## src/rtl/apb_bridge_err_pkg.sv

```systemverilog
// Shared types for the AHB-Lite to APB4 bridge: FSM states and AHB transfer encodings.
package apb_bridge_err_pkg;

   typedef enum logic [2:0] {
      ST_IDLE,
      ST_SETUP,
      ST_ACCESS,
      ST_ERR1,
      ST_ERR2
   } state_t;

   localparam logic [1:0] HTRANS_IDLE   = 2'b00;
   localparam logic [1:0] HTRANS_BUSY   = 2'b01;
   localparam logic [1:0] HTRANS_NONSEQ = 2'b10;
   localparam logic [1:0] HTRANS_SEQ    = 2'b11;

   // NONSEQ and SEQ carry a real transfer; IDLE and BUSY never start one.
   function automatic logic htrans_active(input logic [1:0] t);
      return (t == HTRANS_NONSEQ) || (t == HTRANS_SEQ);
   endfunction

endpackage

```

## src/rtl/bridge_timer.sv

```systemverilog
// Saturating PREADY-wait counter; tc flags the last allowed wait cycle of an ACCESS.
module bridge_timer #(
   parameter int TOW     = 8,
   parameter int TIMEOUT = 255
) (
   input  logic clk,
   input  logic rst_n,
   input  logic clr,
   input  logic en,
   output logic tc
);

   localparam logic [TOW-1:0] TC_VAL = (TIMEOUT == 0) ? '0 : TOW'(TIMEOUT - 1);

   logic [TOW-1:0] cnt_q, cnt_d;

   always_comb begin
      cnt_d = cnt_q;
      if (clr) begin
         cnt_d = '0;
      end else if (en && (cnt_q != '1)) begin
         cnt_d = cnt_q + TOW'(1);
      end
   end

   always_ff @(posedge clk or negedge rst_n) begin
      if (!rst_n) begin
         cnt_q <= '0;
      end else begin
         cnt_q <= cnt_d;
      end
   end

   // A zero TIMEOUT disables the abort entirely.
   assign tc = (TIMEOUT != 0) && en && (cnt_q == TC_VAL);

endmodule

```

## src/rtl/apb_bridge_err.sv

```systemverilog
// AHB-Lite to APB4 bridge over NSEL slots with PSLVERR-to-ERROR mapping and PREADY timeout.
module apb_bridge_err
   import apb_bridge_err_pkg::*;
#(
   parameter int NSEL    = 8,
   parameter int ADDRW   = 32,
   parameter int DATAW   = 64,
   parameter int TOW     = 8,
   parameter int TIMEOUT = 255
) (
   input  logic                    HCLK,
   input  logic                    HRESETn,
   input  logic [NSEL-1:0]         HSEL,
   input  logic [ADDRW-1:0]        HADDR,
   input  logic                    HWRITE,
   input  logic [1:0]              HTRANS,
   input  logic                    HREADY,
   input  logic [DATAW-1:0]        HWDATA,
   input  logic [DATAW/8-1:0]      HWSTRB,
   output logic [DATAW-1:0]        HRDATA,
   output logic                    HREADYOUT,
   output logic                    HRESP,
   output logic [NSEL-1:0]         PSEL,
   output logic                    PENABLE,
   output logic                    PWRITE,
   output logic [ADDRW-1:0]        PADDR,
   output logic [DATAW-1:0]        PWDATA,
   output logic [DATAW/8-1:0]      PSTRB,
   input  logic [NSEL-1:0]         PREADY,
   input  logic [NSEL*DATAW-1:0]   PRDATA,
   input  logic [NSEL-1:0]         PSLVERR,
   output logic                    TimeoutErr
);

   localparam int IDXW = (NSEL > 1) ? $clog2(NSEL) : 1;

   state_t           state_q, state_d;
   logic [IDXW-1:0]  idx_q, idx_d;
   logic [NSEL-1:0]  psel_q, psel_d;
   logic             penable_q, penable_d;
   logic             pwrite_q, pwrite_d;
   logic [ADDRW-1:0] paddr_q, paddr_d;
   logic             hready_q, hready_d;
   logic             hresp_q, hresp_d;
   logic             tout_q, tout_d;

   logic [IDXW-1:0]  sel_idx;
   logic             accept;
   logic             sel_ready;
   logic             sel_err;
   logic             complete;
   logic             start;
   logic             timer_en;
   logic             timer_tc;

   // Priority encoder: scanning downward leaves the lowest set HSEL bit as the winner.
   always_comb begin
      sel_idx = '0;
      for (int i = NSEL - 1; i >= 0; i--) begin
         if (HSEL[i]) begin
            sel_idx = IDXW'(i);
         end
      end
   end

   assign accept    = HREADY && (|HSEL) && htrans_active(HTRANS);
   assign sel_ready = PREADY[idx_q];
   assign sel_err   = PSLVERR[idx_q];
   assign complete  = (state_q == ST_ACCESS) && sel_ready && !sel_err;
   assign start     = accept && ((state_q == ST_IDLE) || (state_q == ST_ERR2) || complete);
   assign timer_en  = (state_q == ST_ACCESS) && !sel_ready;

   bridge_timer #(
      .TOW     (TOW),
      .TIMEOUT (TIMEOUT)
   ) u_timer (
      .clk   (HCLK),
      .rst_n (HRESETn),
      .clr   (start),
      .en    (timer_en),
      .tc    (timer_tc)
   );

   always_comb begin
      state_d   = state_q;
      idx_d     = idx_q;
      psel_d    = psel_q;
      penable_d = penable_q;
      pwrite_d  = pwrite_q;
      paddr_d   = paddr_q;
      hready_d  = hready_q;
      hresp_d   = hresp_q;
      tout_d    = 1'b0;

      case (state_q)
         ST_IDLE: begin
         end
         ST_SETUP: begin
            state_d   = ST_ACCESS;
            penable_d = 1'b1;
         end
         ST_ACCESS: begin
            if (sel_ready) begin
               psel_d    = '0;
               penable_d = 1'b0;
               if (sel_err) begin
                  state_d  = ST_ERR1;
                  hresp_d  = 1'b1;
                  hready_d = 1'b0;
               end else begin
                  state_d  = ST_IDLE;
                  hready_d = 1'b1;
               end
            end else if (timer_tc) begin
               state_d   = ST_ERR1;
               psel_d    = '0;
               penable_d = 1'b0;
               hresp_d   = 1'b1;
               tout_d    = 1'b1;
            end
         end
         ST_ERR1: begin
            state_d  = ST_ERR2;
            hready_d = 1'b1;
         end
         ST_ERR2: begin
            state_d = ST_IDLE;
            hresp_d = 1'b0;
         end
         default: begin
            state_d = ST_IDLE;
         end
      endcase

      // A new address phase overrides whatever the current state would settle into.
      if (start) begin
         state_d         = ST_SETUP;
         idx_d           = sel_idx;
         paddr_d         = HADDR;
         pwrite_d        = HWRITE;
         psel_d          = '0;
         psel_d[sel_idx] = 1'b1;
         penable_d       = 1'b0;
         hready_d        = 1'b0;
         hresp_d         = 1'b0;
      end
   end

   always_ff @(posedge HCLK or negedge HRESETn) begin
      if (!HRESETn) begin
         state_q   <= ST_IDLE;
         idx_q     <= '0;
         psel_q    <= '0;
         penable_q <= 1'b0;
         pwrite_q  <= 1'b0;
         paddr_q   <= '0;
         hready_q  <= 1'b1;
         hresp_q   <= 1'b0;
         tout_q    <= 1'b0;
      end else begin
         state_q   <= state_d;
         idx_q     <= idx_d;
         psel_q    <= psel_d;
         penable_q <= penable_d;
         pwrite_q  <= pwrite_d;
         paddr_q   <= paddr_d;
         hready_q  <= hready_d;
         hresp_q   <= hresp_d;
         tout_q    <= tout_d;
      end
   end

   // The completing ACCESS cycle answers the AHB side combinationally from PREADY.
   assign HREADYOUT  = hready_q || complete;
   assign HRDATA     = complete ? PRDATA[idx_q*DATAW +: DATAW] : '0;
   assign HRESP      = hresp_q;
   assign PSEL       = psel_q;
   assign PENABLE    = penable_q;
   assign PWRITE     = pwrite_q;
   assign PADDR      = paddr_q;
   assign PWDATA     = HWDATA;
   assign PSTRB      = (pwrite_q && (|psel_q)) ? HWSTRB : '0;
   assign TimeoutErr = tout_q;

endmodule

```

## config.mk

```make
export PLATFORM = sky130hd
export DESIGN_NAME = apb_bridge_err
export DESIGN_NICKNAME = d
export VERILOG_FILES = /design/src/rtl/apb_bridge_err_pkg.sv /design/src/rtl/bridge_timer.sv /design/src/rtl/apb_bridge_err.sv
export SDC_FILE = /design/constraint.sdc
export NUM_CORES = 1
export LEC_CHECK = 0
export BUFFER_PORTS_ARGS = -buffer_cell sky130_fd_sc_hd__buf_4
export CORE_AREA = 2 2 317 319
export DETAILED_ROUTE_END_ITERATION = 7
export DIE_AREA = 0 0 319 321
export SLEW_MARGIN = 20
export SYNTH_ARGS = -nofsm -noshare
export SYNTH_HDL_FRONTEND = slang
export SYNTH_HIERARCHICAL = 1
export SYNTH_SLANG_ARGS = --single-unit
export TNS_END_PERCENT = 5
```

## constraint.sdc

```tcl
create_clock -name HCLK -period 7.4 [get_ports HCLK]
set_clock_uncertainty 0.1 [all_clocks]
set_input_delay 0.74 -clock HCLK [delete_from_list [all_inputs] [get_ports HCLK]]
set_output_delay 0.74 -clock HCLK [all_outputs]
set_load 0.005 [all_outputs]
```

Yosys cells after proc, flatten, opt, wreduce, memory -nomap -nowiden
Index checks and enable logic that the tools add are counted.

Add/subtract/negate cells: 1. $lt $le $gt $ge: 3. Equal/unequal tests: 12. Shift operators: 1. Mux-type cells: 43. Reductions and logical operators: 30.

Operators with widths (count): $shiftx A512 B10 Y64 (1); $mux W64 (1); $mux W8 (7); $mux W3 (11); $mux W1 (16); $reduce_or A8 Y1 (2); $pmux W3 S4 (1); $reduce_bool A3 Y1 (4); $logic_and A1 B1 Y1 (10); $add A8 B1 Y8 const B (1); $eq A8 B8 Y1 const B (1); $lt A3 B4 Y1 const B (2); $ne A4 B4 Y1 const B (2); $ne A8 B8 Y1 const B (1); $reduce_and A2 Y1 (4); $bmux W1 S3 (2); $eq A3 B2 Y1 const B (2); $pmux W1 S2 (3); $eq A2 B2 Y1 const B (2); $logic_or A1 B1 Y1 (4); $reduce_bool A2 Y1 (2); $demux W1 S3 (1); $eq A3 B1 Y1 const B (1); $eq A3 B3 Y1 const B (1); 7 further kinds (8).

Register bits: 59. Logic and storage cells: 100.

Depth between registers and ports, before layout
Gate-level depths: netlist of run 1.

Depth after elaboration: 13. Gate-level depth with buffers: 10. Gate-level depth less buffers: 8.

Modules after synthesis
Netlist of run 1, hierarchy kept.

Modules (own cells, without submodules): apb_bridge_err (times used 1, cells an instance 604, area an instance 6666.4 um^2, sequential area each 1277.5 um^2); bridge_timer (times used 1, cells an instance 50, area an instance 479.2 um^2, sequential area each 200.2 um^2).

Worst setup path after synthesis of run 1
No wires, ideal clock.

Path kind: input-to-output. Start point: in PREADY[5]. End point: out HRDATA[13]. Arrival time: 2251 ps. Slack: 4309 ps. Stages on the path: 6. Buffers on the path: 2. Cell sequence: mux4_2 -> mux2_2 -> nand3b_4 -> clkbuf_1 -> buf_1 -> a21oi_1.

Longest elaborated chain between the ends: 5.

RTL lines: start: declaration (line apb_bridge_err.sv:29) `input logic [NSEL-1:0] PREADY,`; $bmux W1 S3 (line apb_bridge_err.sv:67) `assign sel_ready = PREADY[idx_q];`; $mux W1 (not written as such) (line apb_bridge_err.sv:67); $logic_and A1 B1 Y1 (2 in a row) (line apb_bridge_err.sv:69) `assign complete = (state_q == ST_ACCESS) && sel_ready && !sel_err;`; $mux W64 (line apb_bridge_err.sv:175) `assign HRDATA = complete ? PRDATA[idx_q*DATAW +: DATAW] : '0;`; end: declaration (line apb_bridge_err.sv:20) `output logic [DATAW-1:0] HRDATA,`.

No other way between the ends. The select of a mux whose other input is x is not followed.

Worst setup path after layout of run 1
Start point: reg idx_q[0]. End point: out HRDATA[33].

Longest elaborated chain between the ends: 5. Elaborated cells on any way between the ends: 9. Those cells by class: shift: 1; mux: 5; reduce/logical: 3.

RTL lines: start: declaration (line apb_bridge_err.sv:38) `logic [IDXW-1:0] idx_q, idx_d;`; start signal: assignment (line apb_bridge_err.sv:162) `idx_q <= idx_d;`; branches (longest 4 deep; another with $shiftx A512 B10 Y64); $mux W64 * (line apb_bridge_err.sv:175).

Mark *: on every way between the ends. The select of a mux whose other input is x is not followed.

==> results_dict.tcl, run 1 <==
set metrics [dict create \
    dp_hpwl_um 65100 \
    required_ns 6.56 \
    whs_ns 0.382 \
    pin_count 827 \
    nFillCells 11300 \
    tritoncts "yes" \
    crit_end "HRDATA[33]" \
    wirelength_um 72000 \
    synth.top_cells.by_count "mux4_2 (132), nand2_1 (132), a21oi_1 (69), buf_4 (65), dfrtp_1 (58)" \
    ctsHoldBuffers 0 \
    drtIter0Drc 466 \
    cts_max_level 3 \
    yosys.cell_types.count 49 \
    core_area_mm2 0.0993 \
    synthArstFlopShare 1.00 \
    critPathKind "flip-flop to output port" \
    yosys_warnings 6 \
    grt_max_degree 66 \
    first_global_vias 8786 \
    min-delay-path-class "input pin to asynchronous set/reset pin" \
    timing.final.max_slew_violations 0 \
    dp_slack_ns 3.16 \
    r2r-start "idx_q[0]" \
    overflow 0 \
    r2r-end "PADDR[31]" \
    ff_latch_area_mm2 0.00149 \
    avgSynthCellArea_um2 10.9 \
    worstRegToRegCells 6 \
    fin_crit_ns 4.52 \
    ir_drop_v 0.000158 \
    p_leak_nw 5.86 \
    die_w_um 319 \
    syn_area_mm2 0.00715 \
    setup_violations 0 \
    dp_cells 2537 \
    antenna_found_initial 69 \
    fmax_ghz 0.221 \
    drc_errors 0 \
    ant_nets 0 \
    relSlewSlack 0.316 \
    clk_latency_ns 0.33 \
    dr.pass1.iters 4 \
    rows 116 \
    clockBufferDepth 2 \
    power_density_mw_per_mm2 238 \
    synth_edf_count 0 \
    wl_per_cell_um 28.0 \
    setup_slack_ns 2.88 \
    clkSlewWorstSetupHoldPaths_ns 0.06 \
    multi_input_comb_area_mm2 0.00492 \
    period_share 0.611 \
    gp_congestion 0.864 \
    postSynthCellCount 654 \
    synth_top_area_frac 0.416 \
    post_cts_buffers 0 \
    rsz0062_at_grt "false" \
    p_total_mw 3.27 \
    layout-drive-gt1-share 0.714 \
    final.setup.tns_ns 0 \
    die_h_um 321 \
    synth-main-ff-cell "dfrtp_1" \
    synth_seq_cells 59 \
    r2r_slack_ns 3.58 \
    cts_resized 0 \
    hold_viol 0 \
    syn-num-nets 1302 \
    grt_pass1_wl_um 90000 \
    start_kind "flip-flop" \
    seq_area_frac_synth 0.207 \
    area_growth_pct 91.7 \
    finalNetCount 1898 \
    dr_total_vias 8701 \
    outcome "completed" \
    cts.sinks 59 \
    cp.arrival_ns 3.68 \
    maxCapViolations 0 \
    track_usage 0.134 \
    port_buffers 697 \
    root_buffer "clkbuf_16" \
    via_per_inst 3.38 \
    cp-startpoint "idx_q[0]" \
    die_area_mm2 0.102 \
    initial_core_util 0.0720 \
    cts_buffers 9 \
    endpoint_kind "output port" \
    cp_max_fo 47 \
    final_cells 2573 \
    synth_area_leaders "mux4_2 (42%), dfrtp_1 (20%), nand2_1 (6.9%), buf_4 (6.8%), a21oi_1 (4.8%)" \
    worstMarginPinSlew_ns 1.03 \
    synth.largest_area_cell "mux4_2" \
]
cell usage in the layout (no fill, tap or decap), types with 2 or more instances in the layout:
cell,instances
o211ai_1,2
a22o_1,3
o211a_1,2
nor3_1,6
clkinv_4,3
mux2_1,10
clkbuf_16,9
or2_2,3
and2_1,11
a32o_1,5
dfrtp_1,55
nand3_1,6
clkinvlp_4,2
nand4_1,2
buf_4,704
nand2_1,132
a211oi_1,6
nor2b_1,4
mux4_2,132
dfrtp_4,3
o21a_1,3
ha_1,2
a31oi_1,2
nand2b_1,2
o21ai_0,2
inv_1,8
diode_2,20
nor2_1,12
nor4_1,2
or4_1,3
mux2_2,28
a21oi_1,69
power by group:
part	total [mW]	switching [mW]	internal (mW)	leakage, nW
registers	0.670	0.214	0.456	0.732
logic	2.19	0.927	1.26	4.99
clock network	0.407	0.169	0.238	0.135
total	3.27	1.31	1.96	5.86
worst max-delay path, cell delays in order (launching register included):
cell and delay [ns]:
dfrtp_4 1.00, mux4_2 0.60, mux2_2 0.34, nand3b_4 0.33, buf_4 0.58, a21oi_1 0.15, buf_4 0.19
logic make-up (layout without fill, tap and decap cells):
kind of cell             after synthesis  after routing  synth area share
AO/OA/AOI/OAI                        104            104            0.0886
adder cells (fa/ha/maj)                2              2           0.00350
buffers and inverters                128            729             0.105
flip-flops                            59             59             0.207
multiplexers                         171            171             0.477
other                                  0             20                 0
AND/OR/NAND/NOR                      190            190             0.119
registers in the layout, indices dropped and copies added (netlist names):
signal / cells
HRESP: 1
PWRITE: 1
PENABLE: 1
state_q: 3
idx_q: 3
u_timer/cnt_q: 8
PADDR: 32
hready_q: 1
PSEL: 8
TimeoutErr: 1
metal layers:
layer / part of all wire / global-route usage / up-vias
met1: 0.37 / 0.152 / 4201
li1: - / - / 3688
met4: 0.030 / 0.0335 / 34
met3: 0.14 / 0.0698 / 121
met5: 0.0030 / 0 / -
met2: 0.46 / 0.220 / 657
stage by stage:
stage | area [um^2] | util
after floorplan | 7150 | -
after global placement | 13400 | 0.135
after detailed placement | 13400 | 0.135
after CTS | 13600 | 0.137
after global routing | 13700 | 0.138
final | 13700 | 0.138
area by class of cell:
cell class                      count  area share
Antenna cell                       20     0.00365
Clock buffer                       10      0.0174
Clock inverter                      6     0.00365
Inverter                            9     0.00265
Multi-Input combinational cell    467       0.360
Sequential cell                    59       0.109
Tap cell                         1298       0.119
Timing Repair Buffer              704       0.386
worst min path at each step:
stage,endpoint,slack (ns),startpoint,cells past startpoint
detailed placement,PADDR[20],0.38,PADDR[20],1
CTS,PADDR[20],0.39,PADDR[20],1
finish,PADDR[14],0.38,HRESETn,1
global placement,PADDR[24],0.37,PADDR[24],1
global route,PADDR[27],0.40,PADDR[27],1
floorplan,HRESP,0.34,HRESETn,0
(Power assumes the default switching activity.)
==> run 2, diff against run 1 <==
- CORE_AREA: 2 2 317 319 -> 2 2 321 323
- DIE_AREA: 0 0 319 321 -> 0 0 323 325
- clock period: 7.4 -> 3.95 ns (I/O delays scaled with it)
==> results_dict.tcl, run 2 (synthesis results as in run 1) <==
set metrics [dict create \
    postLayoutCoreUtil 0.138 \
    power.internal_mw 3.85 \
    mostFrequentLayoutCell "buf_4" \
    period_share 0.880 \
    timing.final.max_slew_violations 0 \
    cp.arrival_ns 2.98 \
    die_h_um 325 \
    grt_max_degree 77 \
    drc_errors 0 \
    cts_resized 0 \
    critPathKind "flip-flop to output port" \
    dp_cells 2614 \
    initial_core_util 0.0705 \
    die_w_um 323 \
    dp_slack_ns 0.736 \
    place_area_mm2 0.0136 \
    final_area_mm2 0.0139 \
    p_switching_mw 2.52 \
    required_ns 3.45 \
    final_cells 2652 \
    largest_reg_flops 32 \
    swShare 0.396 \
    dr.pass1.iters 5 \
    fmax_ghz 0.288 \
    die_area_mm2 0.105 \
    ir_drop_v 0.000377 \
    rsz0062_at_grt "false" \
    comb_power_share 0.703 \
    wl_per_cell_um 28.2 \
    wirelength_um 74700 \
    post_cts_buffers 0 \
    setup_slack_ns 0.473 \
    clkSlewWorstSetupHoldPaths_ns 0.06 \
    drtIter0Drc 485 \
    cts_buffers 9 \
    power_density_mw_per_mm2 457 \
    endpoint_kind "output port" \
    rows 117 \
    layout_common_cells "buf_4 (706), mux4_2 (132), nand2_1 (132)" \
    core_area_mm2 0.101 \
    worstRegToRegCells 6 \
    relSlewSlack 0.410 \
    cp-startpoint "idx_q[0]" \
    grt_pass1_wl_um 91800 \
    fin_crit_ns 3.48 \
    dr_total_vias 8672 \
    clockBufferDepth 2 \
    min-delay-path-class "input pin to asynchronous set/reset pin" \
    antenna_found_initial 56 \
    r2r-start "idx_q[0]" \
    clock_power_share 0.133 \
    area_growth_pct 95.0 \
    ant_nets 0 \
    via_per_inst 3.27 \
    cts.sinks 59 \
    r2r_slack_ns 0.86 \
    cts_max_level 3 \
    cp_max_fo 23 \
    clk_latency_ns 0.33 \
    finalNetCount 1905 \
    p_seq_frac 0.164 \
    setup_violations 0 \
    dp_hpwl_um 67900 \
    final.setup.tns_ns 0 \
    overflow 0 \
    root_buffer "clkbuf_16" \
    gp_congestion 0.909 \
    worstMarginPinSlew_ns 0.877 \
    p_leak_nw 5.93 \
    layout-drive-gt1-share 0.715 \
    port_buffers 697 \
    outcome "completed" \
    start_kind "flip-flop" \
    first_global_vias 9013 \
    track_usage 0.136 \
    maxCapViolations 0 \
    hold_viol 0 \
    tritoncts "yes" \
    ctsHoldBuffers 0 \
    pin_count 827 \
]
## run 2: cell types whose count changed in the layout (fill, tap and decap cells not counted), sizes merged
cell / previous run / this run
diode: 20 / 22
clkinv: 3 / 1
buf: 704 / 711
bufinv: 0 / 2
## run 2: stage by stage
stage / hold WS (ns) / total power, mW
final: 0.0550 / 6.37
after floorplan: -0.000591 / 3.74
after global routing: 0.112 / 6.80
after detailed placement: 0.381 / 5.64
after global placement: 0.371 / 5.59
after CTS: 0.0764 / 6.51
## run 2: metal layers
| metal | part of all wire | GRT usage | up-vias |
|---|---|---|---|
| li1 | - | - | 3696 |
| met1 | 0.35 | 0.142 | 4152 |
| met2 | 0.47 | 0.225 | 654 |
| met3 | 0.16 | 0.0901 | 116 |
| met4 | 0.021 | 0.0284 | 54 |
| met5 | 0.0047 | 0 | - |
## run 2: area by class of cell
class / instances / area (um^2)
inverter: 9 / 36.3
tap: 1368 / 1710
clock buffer: 10 / 229
antenna: 22 / 55.1
fill: 11600 / 87400
sequential: 59 / 1490
multi-input combinational: 467 / 4920
timing repair buffer: 711 / 5400
clock inverter: 6 / 88.8
## run 2: power by group through the flow
stage	clock network (mW)	registers [mW]	logic (mW)
2_1_floorplan	0	1.00	2.74
3_3_place_gp	0	1.04	4.55
3_5_place_dp	0	1.05	4.58
4_1_cts	0.873	1.05	4.59
5_1_grt	0.906	1.08	4.82
6_report	0.850	1.04	4.47
## run 2: critical path, cell delays in order, from the launching register on
cell and delay, ns:
dfrtp_4 0.52, mux4_2 0.51, mux2_2 0.31, nand3b_4 0.50
buf_12 0.35, a21oi_1 0.27, buf_4 0.17
## run 2: final timing paths
| kind | to |
|---|---|
| max | HRDATA[28] |
| min | PADDR[26] |
| max reg2reg | PADDR[31] |
| min reg2reg | PADDR[29] |
| max in group asynchronous | idx_q[0] |
| min in group HCLK | PADDR[25] |
==> run 3, diff against run 2 <==
- ABC_AREA: unset -> 1
- CORE_AREA: 2 2 321 323 -> 2 2 319 321
- DIE_AREA: 0 0 323 325 -> 0 0 321 323
==> results_dict.tcl, run 3 <==
set metrics [dict create \
    ant_nets 0 \
    synth.top_cells.by_count "nand2_1 (507), a21oi_1 (197), nor2_1 (99), buf_4 (69)" \
    track_usage 0.134 \
    relSlewSlack 0.410 \
    dp_slack_ns 0.825 \
    overflow 0 \
    grt_max_degree 108 \
    whs_ns 0.0481 \
    ff_latch_area_mm2 0.00149 \
    mostFrequentLayoutCell "buf_4" \
    die_area_mm2 0.104 \
    final_cells 3229 \
    gp_congestion 0.885 \
    cp_max_fo 45 \
    synthArstFlopShare 1.00 \
    layout-drive-gt1-share 0.396 \
    drtIter0Drc 693 \
    maxCapViolations 0 \
    p_total_mw 7.49 \
    dp_cells 3201 \
    endpoint_kind "output port" \
    worstRegToRegCells 13 \
    clockBufferDepth 2 \
    seq_area_frac_synth 0.186 \
    busiest_layer "met2" \
    wirelength_um 74100 \
    pin_count 827 \
    cts_resized 0 \
    first_global_vias 11600 \
    critPathKind "flip-flop to output port" \
    avgSynthCellArea_um2 5.87 \
    syn_area_mm2 0.00793 \
    dr_total_vias 12100 \
    via_per_inst 3.74 \
    core_area_mm2 0.101 \
    r2r-end "PSEL[6]" \
    cp.arrival_ns 2.90 \
    r2r_slack_ns 1.07 \
    synth-main-ff-cell "dfrtp_1" \
    fmax_ghz 0.294 \
    root_buffer "clkbuf_16" \
    post_cts_buffers 0 \
    nFillCells 11700 \
    setup_slack_ns 0.554 \
    timing.final.max_slew_violations 0 \
    synth_edf_count 0 \
    hold_viol 0 \
    use_met1 0.146 \
    p_leak_nw 6.98 \
    die_w_um 321 \
    post-synth-top-count-cell "nand2_1" \
    final_area_mm2 0.0144 \
    dp_hpwl_um 63500 \
    finalNetCount 2551 \
    cts_buffers 9 \
    power_density_mw_per_mm2 519 \
    ir_drop_v 0.000307 \
    ctsHoldBuffers 0 \
    dr.pass1.iters 7 \
    period_share 0.860 \
    grt_pass1_wl_um 94300 \
    initial_core_util 0.0787 \
    r2r-start "idx_q[1]" \
    postSynthCellCount 1351 \
    drc_errors 0 \
    clkSlewWorstSetupHoldPaths_ns 0.07 \
    clk_latency_ns 0.37 \
    fin_crit_ns 3.40 \
    final.setup.tns_ns 0 \
    outcome "completed" \
    largest_reg_flops 32 \
    synth_seq_cells 59 \
    synth_top_area_frac 0.240 \
    syn-num-nets 1999 \
    tritoncts "yes" \
    grtUsageMet2 0.219 \
    yosys.cell_types.count 33 \
    rsz0062_at_grt "false" \
    worstMarginPinSlew_ns 0.884 \
    setup_violations 0 \
    place_area_mm2 0.0141 \
    rows 117 \
    required_ns 3.45 \
    postLayoutCoreUtil 0.143 \
    grt_util_met3 0.0739 \
    min-delay-path-class "input pin to asynchronous set/reset pin" \
    cts.sinks 59 \
    wl_per_cell_um 22.9 \
    die_h_um 323 \
    layout_common_cells "buf_4 (713), nand2_1 (507), a21oi_1 (197)" \
    yosys_warnings 6 \
    area_growth_pct 82.1 \
    antenna_found_initial 48 \
    synth.largest_area_cell "nand2_1" \
    cts_max_level 3 \
    multi_input_comb_area_mm2 0.00523 \
    synth_area_leaders "nand2_1 (24%), dfrtp_1 (18%), a21oi_1 (12%), a32o_1 (8.1%), buf_4 (6.5%)" \
    start_kind "flip-flop" \
    port_buffers 697 \
]
run 3: changes by cell type in the layout (fill, tap and decap cells not counted), moves of 7 or more:
cell      change
mux2_2       -28
buf_4         +7
nand2_1     +375
a21oi_1     +128
nand3_1      +18
and2_1       -11
inv_1        +44
mux4_2      -132
a22oi_1      +64
a32o_1       +59
nor2_1       +87
diode_2      -10
a211oi_1     +58
mux2_1       -10
run 3: cell families (layout without fill, tap and decap cells):
logic type                 Yosys count  in the layout  synth area share
DFF                                 59             59             0.186
buffers and inverters              239            796             0.155
AOI/OAI and AO/OA                  402            402             0.336
xor gates and xnor gates             2              2           0.00221
adders and majority gates            2              2           0.00316
other                                0             12                 0
and+or+nand+nor                    647            647             0.318
run 3: how the worst max path moves through the flow:
| stage | cells after the start | slack, ns | to | from |
|---|---|---|---|---|
| 4_1_cts | 7 | 0.43 | HRDATA[26] | idx_q[1] |
| 6_report | 8 | 0.55 | HRDATA[48] | idx_q[1] |
| 3_3_place_gp | 7 | 0.83 | HRDATA[26] | idx_q[1] |
| 2_1_floorplan | 8 | 1.88 | HRDATA[62] | idx_q[0] |
| 5_1_grt | 7 | 0.38 | HRDATA[26] | idx_q[1] |
| 3_5_place_dp | 7 | 0.82 | HRDATA[26] | idx_q[1] |
run 3: power breakdown:
group          switching [mW]  total [mW]  internal (mW)  leakage [nW]
clock network           0.366       0.866          0.499         0.145
logic                    3.34        5.48           2.14          6.08
registers               0.282        1.14          0.862         0.752
total                    3.99        7.49           3.50          6.98
run 3: final cells by class:
cell class	instances	area share
Inverter	60	0.0175
Sequential cell	59	0.103
Antenna cell	12	0.00208
Clock inverter	7	0.00572
Timing Repair Buffer	720	0.380
Tap cell	1309	0.113
Multi-Input combinational cell	1053	0.362
Clock buffer	9	0.0156
run 3: per-layer routing:
layer	part of all wire	up-vias
met4	0.032	42
met2	0.45	681
met3	0.14	124
li1	-	5661
met1	0.37	5565
met5	0.0036	-
run 3: critical path: stages (launching register included):
cell and delay (ns):
dfrtp_4 0.74, inv_8 0.18, nand3_1 0.13, nand3_1 0.11, nand2_1 0.16, nand3_4 0.10, buf_4 0.31, a211oi_1 0.47
buf_4 0.20
